`src/rtl/enc_pkg.sv`:
```
`default_nettype none
// ============================================================================
// Module      : enc_pkg
// Description : Shared constants and channel state encoding for the
//               dual-channel encoder pulse counter.
// Revision    : 1.0 - initial release
// ============================================================================
package enc_pkg;

    localparam int C_CNT_W = 64;

    typedef enum logic [1:0] {
        IDLE   = 2'd0,
        WAIT_Z = 2'd1,
        ACTIVE = 2'd2
    } state_t;

endpackage
`default_nettype wire

```
`src/rtl/enc_if.sv`:
```
`default_nettype none
// ============================================================================
// Module      : enc_if
// Description : Encoder pin / DAQ-side bundle; master drives the pins,
//               slave (enc_top) returns conditioned signals and counts.
// Revision    : 1.0 - initial release
// ============================================================================
interface enc_if
    import enc_pkg::*;
#(
    parameter int P_CNT_W = C_CNT_W
);
    logic               I_ARM;
    logic               I_SEL;
    logic               I_A0;
    logic               I_A1;
    logic               I_Z0;
    logic               I_Z1;
    logic               O_A0;
    logic               O_A1;
    logic               O_Z0;
    logic               O_Z1;
    logic               O_SEL;
    logic [P_CNT_W-1:0] O_CNT_A0;
    logic [P_CNT_W-1:0] O_CNT_A1;
    logic               O_OVERFLOW_0;
    logic               O_OVERFLOW_1;
    logic               O_READY_0;
    logic               O_READY_1;

    modport master (
        output I_ARM, I_SEL, I_A0, I_A1, I_Z0, I_Z1,
        input  O_A0, O_A1, O_Z0, O_Z1, O_SEL, O_CNT_A0, O_CNT_A1,
        input  O_OVERFLOW_0, O_OVERFLOW_1, O_READY_0, O_READY_1
    );

    modport slave (
        input  I_ARM, I_SEL, I_A0, I_A1, I_Z0, I_Z1,
        output O_A0, O_A1, O_Z0, O_Z1, O_SEL, O_CNT_A0, O_CNT_A1,
        output O_OVERFLOW_0, O_OVERFLOW_1, O_READY_0, O_READY_1
    );
endinterface
`default_nettype wire

```
`src/rtl/enc_cnt.sv`:
```
`default_nettype none
// ============================================================================
// Module      : enc_cnt
// Description : One encoder channel: input conditioning, edge detect,
//               arm/index FSM, wrapping counter with sticky overflow.
//               ENC_INPUT_SYNC_EN selects 2-flop synchronizers on A/Z.
// Revision    : 1.0 - initial release
// ============================================================================
module enc_cnt
    import enc_pkg::*;
#(
    parameter int P_CNT_W = C_CNT_W
) (
    input  logic               clk,
    input  logic               rst,
    input  logic               i_arm,
    input  logic               i_a,
    input  logic               i_z,
    output logic               o_a,
    output logic               o_z,
    output logic [P_CNT_W-1:0] o_cnt,
    output logic               o_overflow,
    output logic               o_ready
);
    logic               r_a_sync;
    logic               r_z_sync;
    logic               r_a_dly;
    logic               r_z_dly;
    logic               w_a_rise;
    logic               w_z_rise;
    logic               w_stm_active;
    logic [P_CNT_W-1:0] r_cnt;
    logic               r_overflow;
    state_t             r_state;
    state_t             w_state_nxt;

`ifdef ENC_INPUT_SYNC_EN
    logic r_a_meta;
    logic r_z_meta;

    always_ff @(posedge clk) begin
        if (rst) begin
            r_a_meta <= 1'b0;
            r_z_meta <= 1'b0;
            r_a_sync <= 1'b0;
            r_z_sync <= 1'b0;
        end else begin
            r_a_meta <= i_a;
            r_z_meta <= i_z;
            r_a_sync <= r_a_meta;
            r_z_sync <= r_z_meta;
        end
    end
`else
    always_ff @(posedge clk) begin
        if (rst) begin
            r_a_sync <= 1'b0;
            r_z_sync <= 1'b0;
        end else begin
            r_a_sync <= i_a;
            r_z_sync <= i_z;
        end
    end
`endif

    always_ff @(posedge clk) begin
        if (rst) begin
            r_a_dly <= 1'b0;
            r_z_dly <= 1'b0;
        end else begin
            r_a_dly <= r_a_sync;
            r_z_dly <= r_z_sync;
        end
    end

    assign w_a_rise = r_a_sync & ~r_a_dly;
    assign w_z_rise = r_z_sync & ~r_z_dly;

    always_ff @(posedge clk) begin
        if (rst) begin
            r_state <= IDLE;
        end else begin
            r_state <= w_state_nxt;
        end
    end

    always_comb begin
        w_state_nxt  = r_state;
        w_stm_active = (r_state == ACTIVE);
        if (!i_arm) begin
            w_state_nxt = IDLE;
        end else begin
            case (r_state)
                IDLE:    w_state_nxt = WAIT_Z;
                WAIT_Z:  if (w_z_rise) w_state_nxt = ACTIVE;
                ACTIVE:  w_state_nxt = ACTIVE;
                default: w_state_nxt = IDLE;
            endcase
        end
    end

    // The entering index zeroes the count, so an A edge on that cycle is lost.
    always_ff @(posedge clk) begin
        if (rst || !i_arm) begin
            r_cnt      <= '0;
            r_overflow <= 1'b0;
        end else if ((r_state == WAIT_Z) && w_z_rise) begin
            r_cnt <= '0;
        end else if (w_stm_active && w_a_rise) begin
            r_cnt <= r_cnt + 1'b1;
            if (&r_cnt) begin
                r_overflow <= 1'b1;
            end
        end
    end

    assign o_a        = r_a_dly;
    assign o_z        = r_z_dly;
    assign o_cnt      = r_cnt;
    assign o_overflow = r_overflow;
    assign o_ready    = w_stm_active;

endmodule
`default_nettype wire

```
`src/rtl/enc_top.sv`:
```
`default_nettype none
// ============================================================================
// Module      : enc_top
// Description : Dual-channel incremental-encoder pulse counter; registers
//               ARM/SEL and runs two independent enc_cnt channels.
//               Input synchronizer depth set by ENC_INPUT_SYNC_EN.
// Revision    : 1.0 - initial release
// ============================================================================
module enc_top
    import enc_pkg::*;
#(
    parameter int P_CNT_W = C_CNT_W
) (
    input  logic CLK,
    input  logic RST,
    enc_if.slave bus
);
    logic r_arm;
    logic r_sel;

    always_ff @(posedge CLK) begin
        if (RST) begin
            r_arm <= 1'b0;
            r_sel <= 1'b0;
        end else begin
            r_arm <= bus.I_ARM;
            r_sel <= bus.I_SEL;
        end
    end

    assign bus.O_SEL = r_sel;

    enc_cnt #(
        .P_CNT_W (P_CNT_W)
    ) ENC_CNT0 (
        .clk        (CLK),
        .rst        (RST),
        .i_arm      (r_arm),
        .i_a        (bus.I_A0),
        .i_z        (bus.I_Z0),
        .o_a        (bus.O_A0),
        .o_z        (bus.O_Z0),
        .o_cnt      (bus.O_CNT_A0),
        .o_overflow (bus.O_OVERFLOW_0),
        .o_ready    (bus.O_READY_0)
    );

    enc_cnt #(
        .P_CNT_W (P_CNT_W)
    ) ENC_CNT1 (
        .clk        (CLK),
        .rst        (RST),
        .i_arm      (r_arm),
        .i_a        (bus.I_A1),
        .i_z        (bus.I_Z1),
        .o_a        (bus.O_A1),
        .o_z        (bus.O_Z1),
        .o_cnt      (bus.O_CNT_A1),
        .o_overflow (bus.O_OVERFLOW_1),
        .o_ready    (bus.O_READY_1)
    );

endmodule
`default_nettype wire

```
`src/flat_wrapper.sv`:
```
// flat-port wrapper written by rule: the top's interface ports become plain ports
module enc_top_flat import enc_pkg::*;
#(
    parameter int P_CNT_W = C_CNT_W
)
  (CLK, RST, bus_I_ARM, bus_I_SEL, bus_I_A0, bus_I_A1, bus_I_Z0, bus_I_Z1, bus_O_A0, bus_O_A1, bus_O_Z0, bus_O_Z1, bus_O_SEL, bus_O_CNT_A0, bus_O_CNT_A1, bus_O_OVERFLOW_0, bus_O_OVERFLOW_1, bus_O_READY_0, bus_O_READY_1);
  enc_if #(.P_CNT_W(P_CNT_W)) bus_i ();
  input  logic CLK;
  input  logic RST;
  input wire logic [$bits(bus_i.I_ARM)-1:0] bus_I_ARM;
  input wire logic [$bits(bus_i.I_SEL)-1:0] bus_I_SEL;
  input wire logic [$bits(bus_i.I_A0)-1:0] bus_I_A0;
  input wire logic [$bits(bus_i.I_A1)-1:0] bus_I_A1;
  input wire logic [$bits(bus_i.I_Z0)-1:0] bus_I_Z0;
  input wire logic [$bits(bus_i.I_Z1)-1:0] bus_I_Z1;
  output wire logic [$bits(bus_i.O_A0)-1:0] bus_O_A0;
  output wire logic [$bits(bus_i.O_A1)-1:0] bus_O_A1;
  output wire logic [$bits(bus_i.O_Z0)-1:0] bus_O_Z0;
  output wire logic [$bits(bus_i.O_Z1)-1:0] bus_O_Z1;
  output wire logic [$bits(bus_i.O_SEL)-1:0] bus_O_SEL;
  output wire logic [$bits(bus_i.O_CNT_A0)-1:0] bus_O_CNT_A0;
  output wire logic [$bits(bus_i.O_CNT_A1)-1:0] bus_O_CNT_A1;
  output wire logic [$bits(bus_i.O_OVERFLOW_0)-1:0] bus_O_OVERFLOW_0;
  output wire logic [$bits(bus_i.O_OVERFLOW_1)-1:0] bus_O_OVERFLOW_1;
  output wire logic [$bits(bus_i.O_READY_0)-1:0] bus_O_READY_0;
  output wire logic [$bits(bus_i.O_READY_1)-1:0] bus_O_READY_1;
  assign bus_i.I_ARM = bus_I_ARM;
  assign bus_i.I_SEL = bus_I_SEL;
  assign bus_i.I_A0 = bus_I_A0;
  assign bus_i.I_A1 = bus_I_A1;
  assign bus_i.I_Z0 = bus_I_Z0;
  assign bus_i.I_Z1 = bus_I_Z1;
  assign bus_O_A0 = bus_i.O_A0;
  assign bus_O_A1 = bus_i.O_A1;
  assign bus_O_Z0 = bus_i.O_Z0;
  assign bus_O_Z1 = bus_i.O_Z1;
  assign bus_O_SEL = bus_i.O_SEL;
  assign bus_O_CNT_A0 = bus_i.O_CNT_A0;
  assign bus_O_CNT_A1 = bus_i.O_CNT_A1;
  assign bus_O_OVERFLOW_0 = bus_i.O_OVERFLOW_0;
  assign bus_O_OVERFLOW_1 = bus_i.O_OVERFLOW_1;
  assign bus_O_READY_0 = bus_i.O_READY_0;
  assign bus_O_READY_1 = bus_i.O_READY_1;
  enc_top #(.P_CNT_W(P_CNT_W)) u_core (.CLK(CLK), .RST(RST), .bus(bus_i));
endmodule
```
`config.mk`:
```
export PLATFORM = sky130hd
export DESIGN_NAME = enc_top_flat
export DESIGN_NICKNAME = d
export VERILOG_FILES = /design/src/rtl/enc_pkg.sv /design/src/rtl/enc_if.sv /design/src/rtl/enc_cnt.sv /design/src/rtl/enc_top.sv /design/src/flat_wrapper.sv
export SDC_FILE = /design/constraint.sdc
export NUM_CORES = 1
export LEC_CHECK = 0
export ABC_CLOCK_PERIOD_IN_PS = 2400
export CORE_ASPECT_RATIO = 2
export CORE_MARGIN = 2
export CORE_UTILIZATION = 51
export DETAILED_ROUTE_END_ITERATION = 10
export MAX_ROUTING_LAYER = met4
export PLACE_DENSITY_LB_ADDON = 0.08
export SETUP_SLACK_MARGIN = 0.1
export SLEW_MARGIN = 5
export SYNTH_ARGS = -nofsm -noshare
export SYNTH_HDL_FRONTEND = slang
export SYNTH_SLANG_ARGS = --single-unit
```
`constraint.sdc`:
```
create_clock -name CLK -period 2.4 [get_ports CLK]
set_input_delay 0.72 -clock CLK [delete_from_list [all_inputs] [get_ports CLK]]
set_output_delay 0.72 -clock CLK [all_outputs]
set_load 0.005 [all_outputs]
```
==> metrics.txt, run 1 <==
status=complete, no violations; Hold WS=0.468 ns; HP Class=register to register; total gr overflow=0; drt first-iter violations=303; pwr/cell area=539 nW/µm²; DRC=0; R2R depth=7; CP delay by family, top=simple AND/OR/NAND/NOR gates; clk_skew=0.0108 ns; CTS Buf Count=17; cell area after synthesis=6630 µm²; Total Power=5.02 mW; routability congestion estimate=0.926; Setup violations, final=0; Setup crit end kind=register; first-pass GRT wire length=31,600 µm; Critical Path Source Type=register; Filler cells=995; die width=84.6 µm; Multi-input gate area=3690 µm²; ranking of synthesized cells by area=dfxtp_1 (44%), xor2_1 (6.2%), nor2_1 (5.4%); register area=2890 µm²; #FFs+latches synth=144; final setup TNS=0 ns; RSZ-0062 raised after global routing=true; Clock Sinks=144; initial antenna violation count=0; hold_sp=u_core.ENC_CNT1.r_z_sync$_SDFF_PP0_; Via Count=6,849; max incr delay on CP=0.54 ns; Antenna Cells=0; GRT Util Overall=0.289; nets=1,006; Synth top area share=0.435; final core occ=0.737; total core area=12,600 µm²; Placed Instance Area=8480 µm²; uppermost layer routed=met4; worst slew pin tran=0.517 ns; # rows=58; Hold Vio Cnt, Final=0; largest net degree at the start of global routing=64; Die ar.=14,000 µm²; Hold Buf Count CTS=0; RR Endpoint=u_core.ENC_CNT1.o_cnt[54]$_SDFFE_PP0P_; layout cell share with drive strength beyond 1=0.125; final instance area=9310 µm²; DR vias/cell=5.94; critical path fanouts, max=8; Worst Hold Depth=2; LEAKAGE=2.94 nW; R2R Path Start=u_core.ENC_CNT1.r_state[0]$_SDFFE_PP0P_; largest area contributor in the netlist=dfxtp_1; Gate Count Post-Synth=797; Final ANT Viol Nets=0; DR WL/cell=17.5 µm; Mean Syn Cell Area=8.31 µm²; CTS tree=built; WS Path Type=register to register; synthesized net count=813; WL met1=6890 µm; die height=165 µm; synth-to-layout area growth=40.5%; Port Buffers=144; sequential area share after synthesis=0.435; I/O Pins=145; worst reg2reg setup slack=0.12 ns; Max-Cap Viols=0; worst endpoint data arrival time=2.62 ns; Yosys Warn Count=0; clk_lat worst skew=0.42 ns; peak supply drop=486 µV; CTS HTree Levels=4; CP required=2.74 ns; Pre-Repair DR Iteration Count=7; Pins Over Slew Limit=0; synth unique cells=42; Clock transition at path regs=0.06 ns; min cycle time layout=2.28 ns; crit path cell chain=inv_1 > ha_4 > nand4b_1 > nor4_4 > nand3_4 > or4_4 > a21oi_1; Worst Hold Endpoint=u_core.ENC_CNT1.o_z$_SDFF_PP0_; clk buf depth=2; number of global-route vias before repair=6,679; period utilisation layout=0.948; Initial Util=0.525; Slew headroom=0.653; HPWL after DPL=14,500 µm; WL met2=11,500 µm; clock root cell=clkbuf_16; highest clock rate=440 MHz; final wirelength=20,200 µm; critical path's slowest cell=or4_4; met3 routed WL=874 µm; Buf/Inv on CP=1
==> layout make-up <==
cell class,count,share of cell area
multi-input combinational,605,0.397
inverter,21,0.00847
timing repair buffer,201,0.204
clock inverter,12,0.0106
tap,150,0.0202
clock buffer,20,0.0501
sequential,144,0.310
==> worst register-to-register path: stages (launching register included) <==
cell      delay, ns
dfxtp_1        0.33
inv_1          0.13
ha_4           0.17
nand4b_1       0.20
nor4_4         0.51
nand3_4        0.19
or4_4          0.54
a21oi_1        0.14
==> cells by family after synthesis <==
| kind of cell | synth area share |
|---|---|
| AND/OR/NAND/NOR | 0.322 |
| flip-flops | 0.435 |
| AO/OA/AOI/OAI | 0.119 |
| XOR/XNOR | 0.0754 |
| buffers and inverters | 0.0276 |
| adder cells (fa/ha/maj) | 0.0151 |
| multiplexers | 0.00604 |
==> metrics by stage <==
step	std cells	worst slack, ns
after global routing	1153	0.0529
after detailed placement	1104	0.0592
after CTS	1136	0.106
final	1153	0.125
after global placement	1104	0.158
after floorplan	797	0.235
==> layer usage <==
layer / vias to the layer above / track usage
li1: 3266 / -
met1: 3273 / 0.274
met2: 244 / 0.538
met3: 66 / 0.0507
met4: 0 / 0.166
met5: - / -
==> worst max path at each step <==
stage / to / cells after the start / from
2_1_floorplan: u_core.ENC_CNT0.o_cnt[61]$_SDFFE_PP0P_ / 10 / u_core.ENC_CNT0.r_state[0]$_SDFFE_PP0P_
3_3_place_gp: u_core.ENC_CNT0.o_cnt[63]$_SDFFE_PP0P_ / 5 / u_core.ENC_CNT0.o_cnt[36]$_SDFFE_PP0P_
3_5_place_dp: u_core.ENC_CNT0.o_cnt[63]$_SDFFE_PP0P_ / 5 / u_core.ENC_CNT0.o_cnt[36]$_SDFFE_PP0P_
4_1_cts: u_core.ENC_CNT1.o_cnt[51]$_SDFFE_PP0P_ / 9 / u_core.ENC_CNT1.r_state[0]$_SDFFE_PP0P_
5_1_grt: u_core.ENC_CNT1.o_cnt[54]$_SDFFE_PP0P_ / 7 / u_core.ENC_CNT1.r_state[0]$_SDFFE_PP0P_
6_report: u_core.ENC_CNT1.o_cnt[54]$_SDFFE_PP0P_ / 7 / u_core.ENC_CNT1.r_state[0]$_SDFFE_PP0P_
==> power by group <==
part,total (mW),internal (mW),switching [mW]
sequential,2.41,2.40,0.00754
combinational,0.0857,0.0363,0.0494
clock,2.53,1.43,1.10
==> Yosys cell counts, drive strengths merged <==
library cell	n
mux2i	4
ha	8
o211ai	1
or3b	1
nand3b	2
or4b	1
nor4	13
o21a	1
xnor2	10
nor2b	10
xor2	47
dfxtp	144
inv	21
nand4b	3
o31a	1
nand2b	3
o31ai	22
nor2	96
and3b	1
nand4	48
nor3	12
or4	23
o21ai	45
and2	2
buf	2
and4	3
or2	6
a32o	2
clkbuf	25
a21oi	71
and3	14
or3	44
nand3	52
nand2	59
==> placed cells by master (no fill, tap or decap), drive strengths merged, types with 27 or more instances in the layout <==
cell	instances
nand3	52
buf	56
nand4	48
clkdlybuf4s50	143
nand2	59
dfxtp	144
nor2	96
or3	44
xor2	47
o21ai	45
inv	27
a21oi	71
==> repair_timing <==
item | 4_1_cts | 5_1_grt
setup endpoints to repair | 5 | 51
buffers inserted | 0 | 17
pin swaps | 0 | 10
resized for setup | 3 | 25
cloned | 0 | 0
==> state kept, by name, indices dropped and copies added (netlist names) <==
| signal | count |
|---|---|
| u_core.ENC_CNT1.o_a | 1 |
| u_core.ENC_CNT1.o_overflow | 1 |
| u_core.ENC_CNT0.r_state | 2 |
| u_core.ENC_CNT1.o_z | 1 |
| u_core.bus.O_SEL | 1 |
| u_core.ENC_CNT0.r_z_sync | 1 |
| u_core.ENC_CNT1.o_cnt | 64 |
| u_core.ENC_CNT1.r_z_sync | 1 |
| u_core.ENC_CNT1.r_state | 2 |
| u_core.ENC_CNT0.o_z | 1 |
| u_core.ENC_CNT1.r_a_sync | 1 |
| u_core.ENC_CNT0.o_cnt | 64 |
| u_core.ENC_CNT0.o_a | 1 |
| u_core.ENC_CNT0.r_a_sync | 1 |
| u_core.ENC_CNT0.o_overflow | 1 |
| u_core.r_arm | 1 |
No activity file was read; power rests on OpenSTA's default activity.
==> inputs of run 2 (changes only) <==
--- a/config.mk
+++ b/config.mk
@@ -5,7 +5,7 @@
 export SDC_FILE = /design/constraint.sdc
 export NUM_CORES = 1
 export LEC_CHECK = 0
-export ABC_CLOCK_PERIOD_IN_PS = 2400
+export ABC_CLOCK_PERIOD_IN_PS = 2170
 export CORE_ASPECT_RATIO = 2
 export CORE_MARGIN = 2
 export CORE_UTILIZATION = 51
==> constraint.sdc (replaced) <==
create_clock -name CLK -period 2.17 [get_ports CLK]
set_input_delay 0.651 -clock CLK [delete_from_list [all_inputs] [get_ports CLK]]
set_output_delay 0.651 -clock CLK [all_outputs]
set_load 0.005 [all_outputs]
==> metrics.txt, run 2 (synthesis results as in run 1) <==
status=complete, no violations (unchanged); LEAKAGE=3.62 nW (was 2.94 nW); highest clock rate=461 MHz (was 440 MHz); Pre-Repair DR Iteration Count=7 (unchanged); clk_skew=0.0115 ns (was 0.0108 ns); pwr/cell area=555 nW/µm² (was 539 nW/µm²); Setup violations, final=0 (unchanged); CP startpoint=u_core.ENC_CNT1.r_state[0]$_SDFFE_PP0P_ (unchanged); critical path's slowest cell=nor4_4 (was or4_4); path length in cells of the critical path=10 (was 7); dpl cells=1,156 (was 1,104); CP required=2.53 ns (was 2.74 ns); Final ANT Viol Nets=0 (unchanged); crit path cell chain=inv_2 > ha_4 > nand4b_1 > buf_6 > nor4_4 > buf_4 > nand4_1 > buf_6 > or3_4 > a21oi_2 (was inv_1 > ha_4 > nand4b_1 > nor4_4 > nand3_4 > or4_4 > a21oi_1); critical path fanouts, max=5 (was 8); DR WL/cell=17.8 µm (was 17.5 µm); initial antenna violation count=0 (unchanged); synth-to-layout area growth=53.2% (was 40.5%); CTS Buf Count=17 (unchanged); hold_sp=u_core.ENC_CNT1.o_overflow$_SDFFE_PP0P_ (was u_core.ENC_CNT1.r_z_sync$_SDFF_PP0_); peak supply drop=594 µV (was 486 µV); Antenna Cells=0 (unchanged); DR vias/cell=5.93 (was 5.94); commonest non-fill, non-tap cell in the layout=clkdlybuf4s50_1 (unchanged); min cycle time layout=2.17 ns (was 2.28 ns); die width=84.6 µm (unchanged); Buf/Inv on CP=4 (was 1); I/O Pins=145 (unchanged); Initial Util=0.525 (unchanged); Die ar.=14,000 µm² (unchanged); die height=165 µm (unchanged); max incr delay on CP=0.33 ns (was 0.54 ns); setup slack after layout=0.000973 ns (was 0.125 ns); Hold WS=0.473 ns (was 0.468 ns); routability congestion estimate=0.950 (was 0.926); DRC=0 (unchanged); Pins Over Slew Limit=0 (unchanged); CTS HTree Levels=4 (unchanged); largest net degree at the start of global routing=64 (unchanged); final wirelength=21,700 µm (was 20,200 µm); GRT Util Overall=0.301 (was 0.289); clk buf depth=2 (unchanged); Clock Sinks=144 (unchanged); worst endpoint data arrival time=2.53 ns (was 2.62 ns); first-pass GRT wire length=33,100 µm (was 31,600 µm); R2R Path Start=u_core.ENC_CNT1.r_state[0]$_SDFFE_PP0P_ (unchanged); WS Path Type=register to register (unchanged); DP Worst Slack=-0.106 ns (was 0.0592 ns); worst slew pin tran=0.422 ns (was 0.517 ns); period utilisation layout=1.00 (was 0.948); HPWL after DPL=15,200 µm (was 14,500 µm); Port Buffers=144 (unchanged); HP Class=register to register (unchanged); CTS tree=built (unchanged); total core area=12,600 µm² (unchanged); Worst Hold Depth=1 (was 2); drt first-iter violations=344 (was 303); total gr overflow=0 (unchanged); most frequent cells in the layout=clkdlybuf4s50_1 (131), buf_4 (107), nor2_1 (94) (was clkdlybuf4s50_1 (143), dfxtp_1 (142), nor2_1 (96)); Max-Cap Viols=0 (unchanged); R2R depth=10 (was 7); number of global-route vias before repair=7,216 (was 6,679); Most common cell on crit path=buf_6; Hold Vio Cnt, Final=0 (unchanged); clock root cell=clkbuf_16 (unchanged); Critical Path Source Type=register (unchanged); CP delay by family, top=simple AND/OR/NAND/NOR gates (unchanged); Finished Layout Cells=1,219 (was 1,153); nets=1,073 (was 1,006); Slew headroom=0.717 (was 0.653); Clock transition at path regs=0.06 ns (about the same); # rows=58 (unchanged); final core occ=0.804 (was 0.737); RSZ-0062 raised after global routing=true (unchanged); Via Count=7,234 (was 6,849); Setup crit end kind=register (unchanged); clk_lat worst skew=0.43 ns (was 0.42 ns); layout cell share with drive strength beyond 1=0.260 (was 0.125)
## run 2: changes by cell type in the layout (fill, tap and decap cells not counted), moves of 6 or more
cell / before / now
dfxtp_2: 2 / 64
clkdlybuf4s50_1: 143 / 131
dfxtp_1: 142 / 78
a21oi_2: 2 / 8
a21oi_1: 69 / 63
dlymetal6s2s_1: 0 / 8
buf_4: 52 / 107
buf_6: 2 / 12
## run 2: timing repair
item | in CTS | in global routing
gates resized for setup | 32 | 115
setup endpoints to repair | 64 | 105
buffers inserted | 13 | 18
hold buffers | 0 | 0
pin swaps | 12 | 27
endpoints found under the hold margin | 0 | 0
gates cloned | 1 | 0
## run 2: final cells by class
type | instances | area (µm²)
clock inverters | 11 | 134
multi-input cells | 605 | 3860
inverters | 21 | 81.3
fillers | 814 | 2480
well taps | 150 | 188
clock buffers | 20 | 437
flip-flops and latches | 144 | 2970
repair buffers | 268 | 2480
## run 2: metrics by stage
stage	power [mW]	instance area [µm²]	setup TNS, ns
after floorplan	2.77	6650	0
after detailed placement	2.81	8910	-0.455
after CTS	5.65	9660	0
final	5.63	10100	0
after global placement	2.81	8910	-0.269
after global routing	5.78	10100	-0.424
## run 2: path summary, 6_finish.rpt
path | endpoint | slack (ns)
worst max-delay path | u_core.ENC_CNT1.o_cnt[34]$_SDFFE_PP0P_ | 0.001
worst min-delay path | u_core.ENC_CNT1.o_overflow$_SDFFE_PP0P_ | 0.47
worst max register to register | u_core.ENC_CNT1.o_cnt[34]$_SDFFE_PP0P_ | 0.001
worst min register to register | u_core.ENC_CNT1.o_overflow$_SDFFE_PP0P_ | 0.47
## run 2: power breakdown
group	switching (mW)	internal, mW
Sequential	0.00907	2.65
Clock	1.17	1.70
Combinational	0.0567	0.0430
## run 2: metal layers
layer	GRT usage	vias up	routed length, µm
li1	-	3400	-
met1	0.267	3457	7180
met2	0.582	289	12400
met3	0.0552	88	1100
met4	0.172	0	976
met5	-	-	0
## run 2: worst reg2reg max path, delay by kind of cell, from the launching register on
family	cells	cell delay [ns]
buffers and inverters	4	0.59
AOI/OAI and AO/OA	1	0.14
adders and majority gates	1	0.15
DFF	1	0.32
and+or+nand+nor	4	0.90
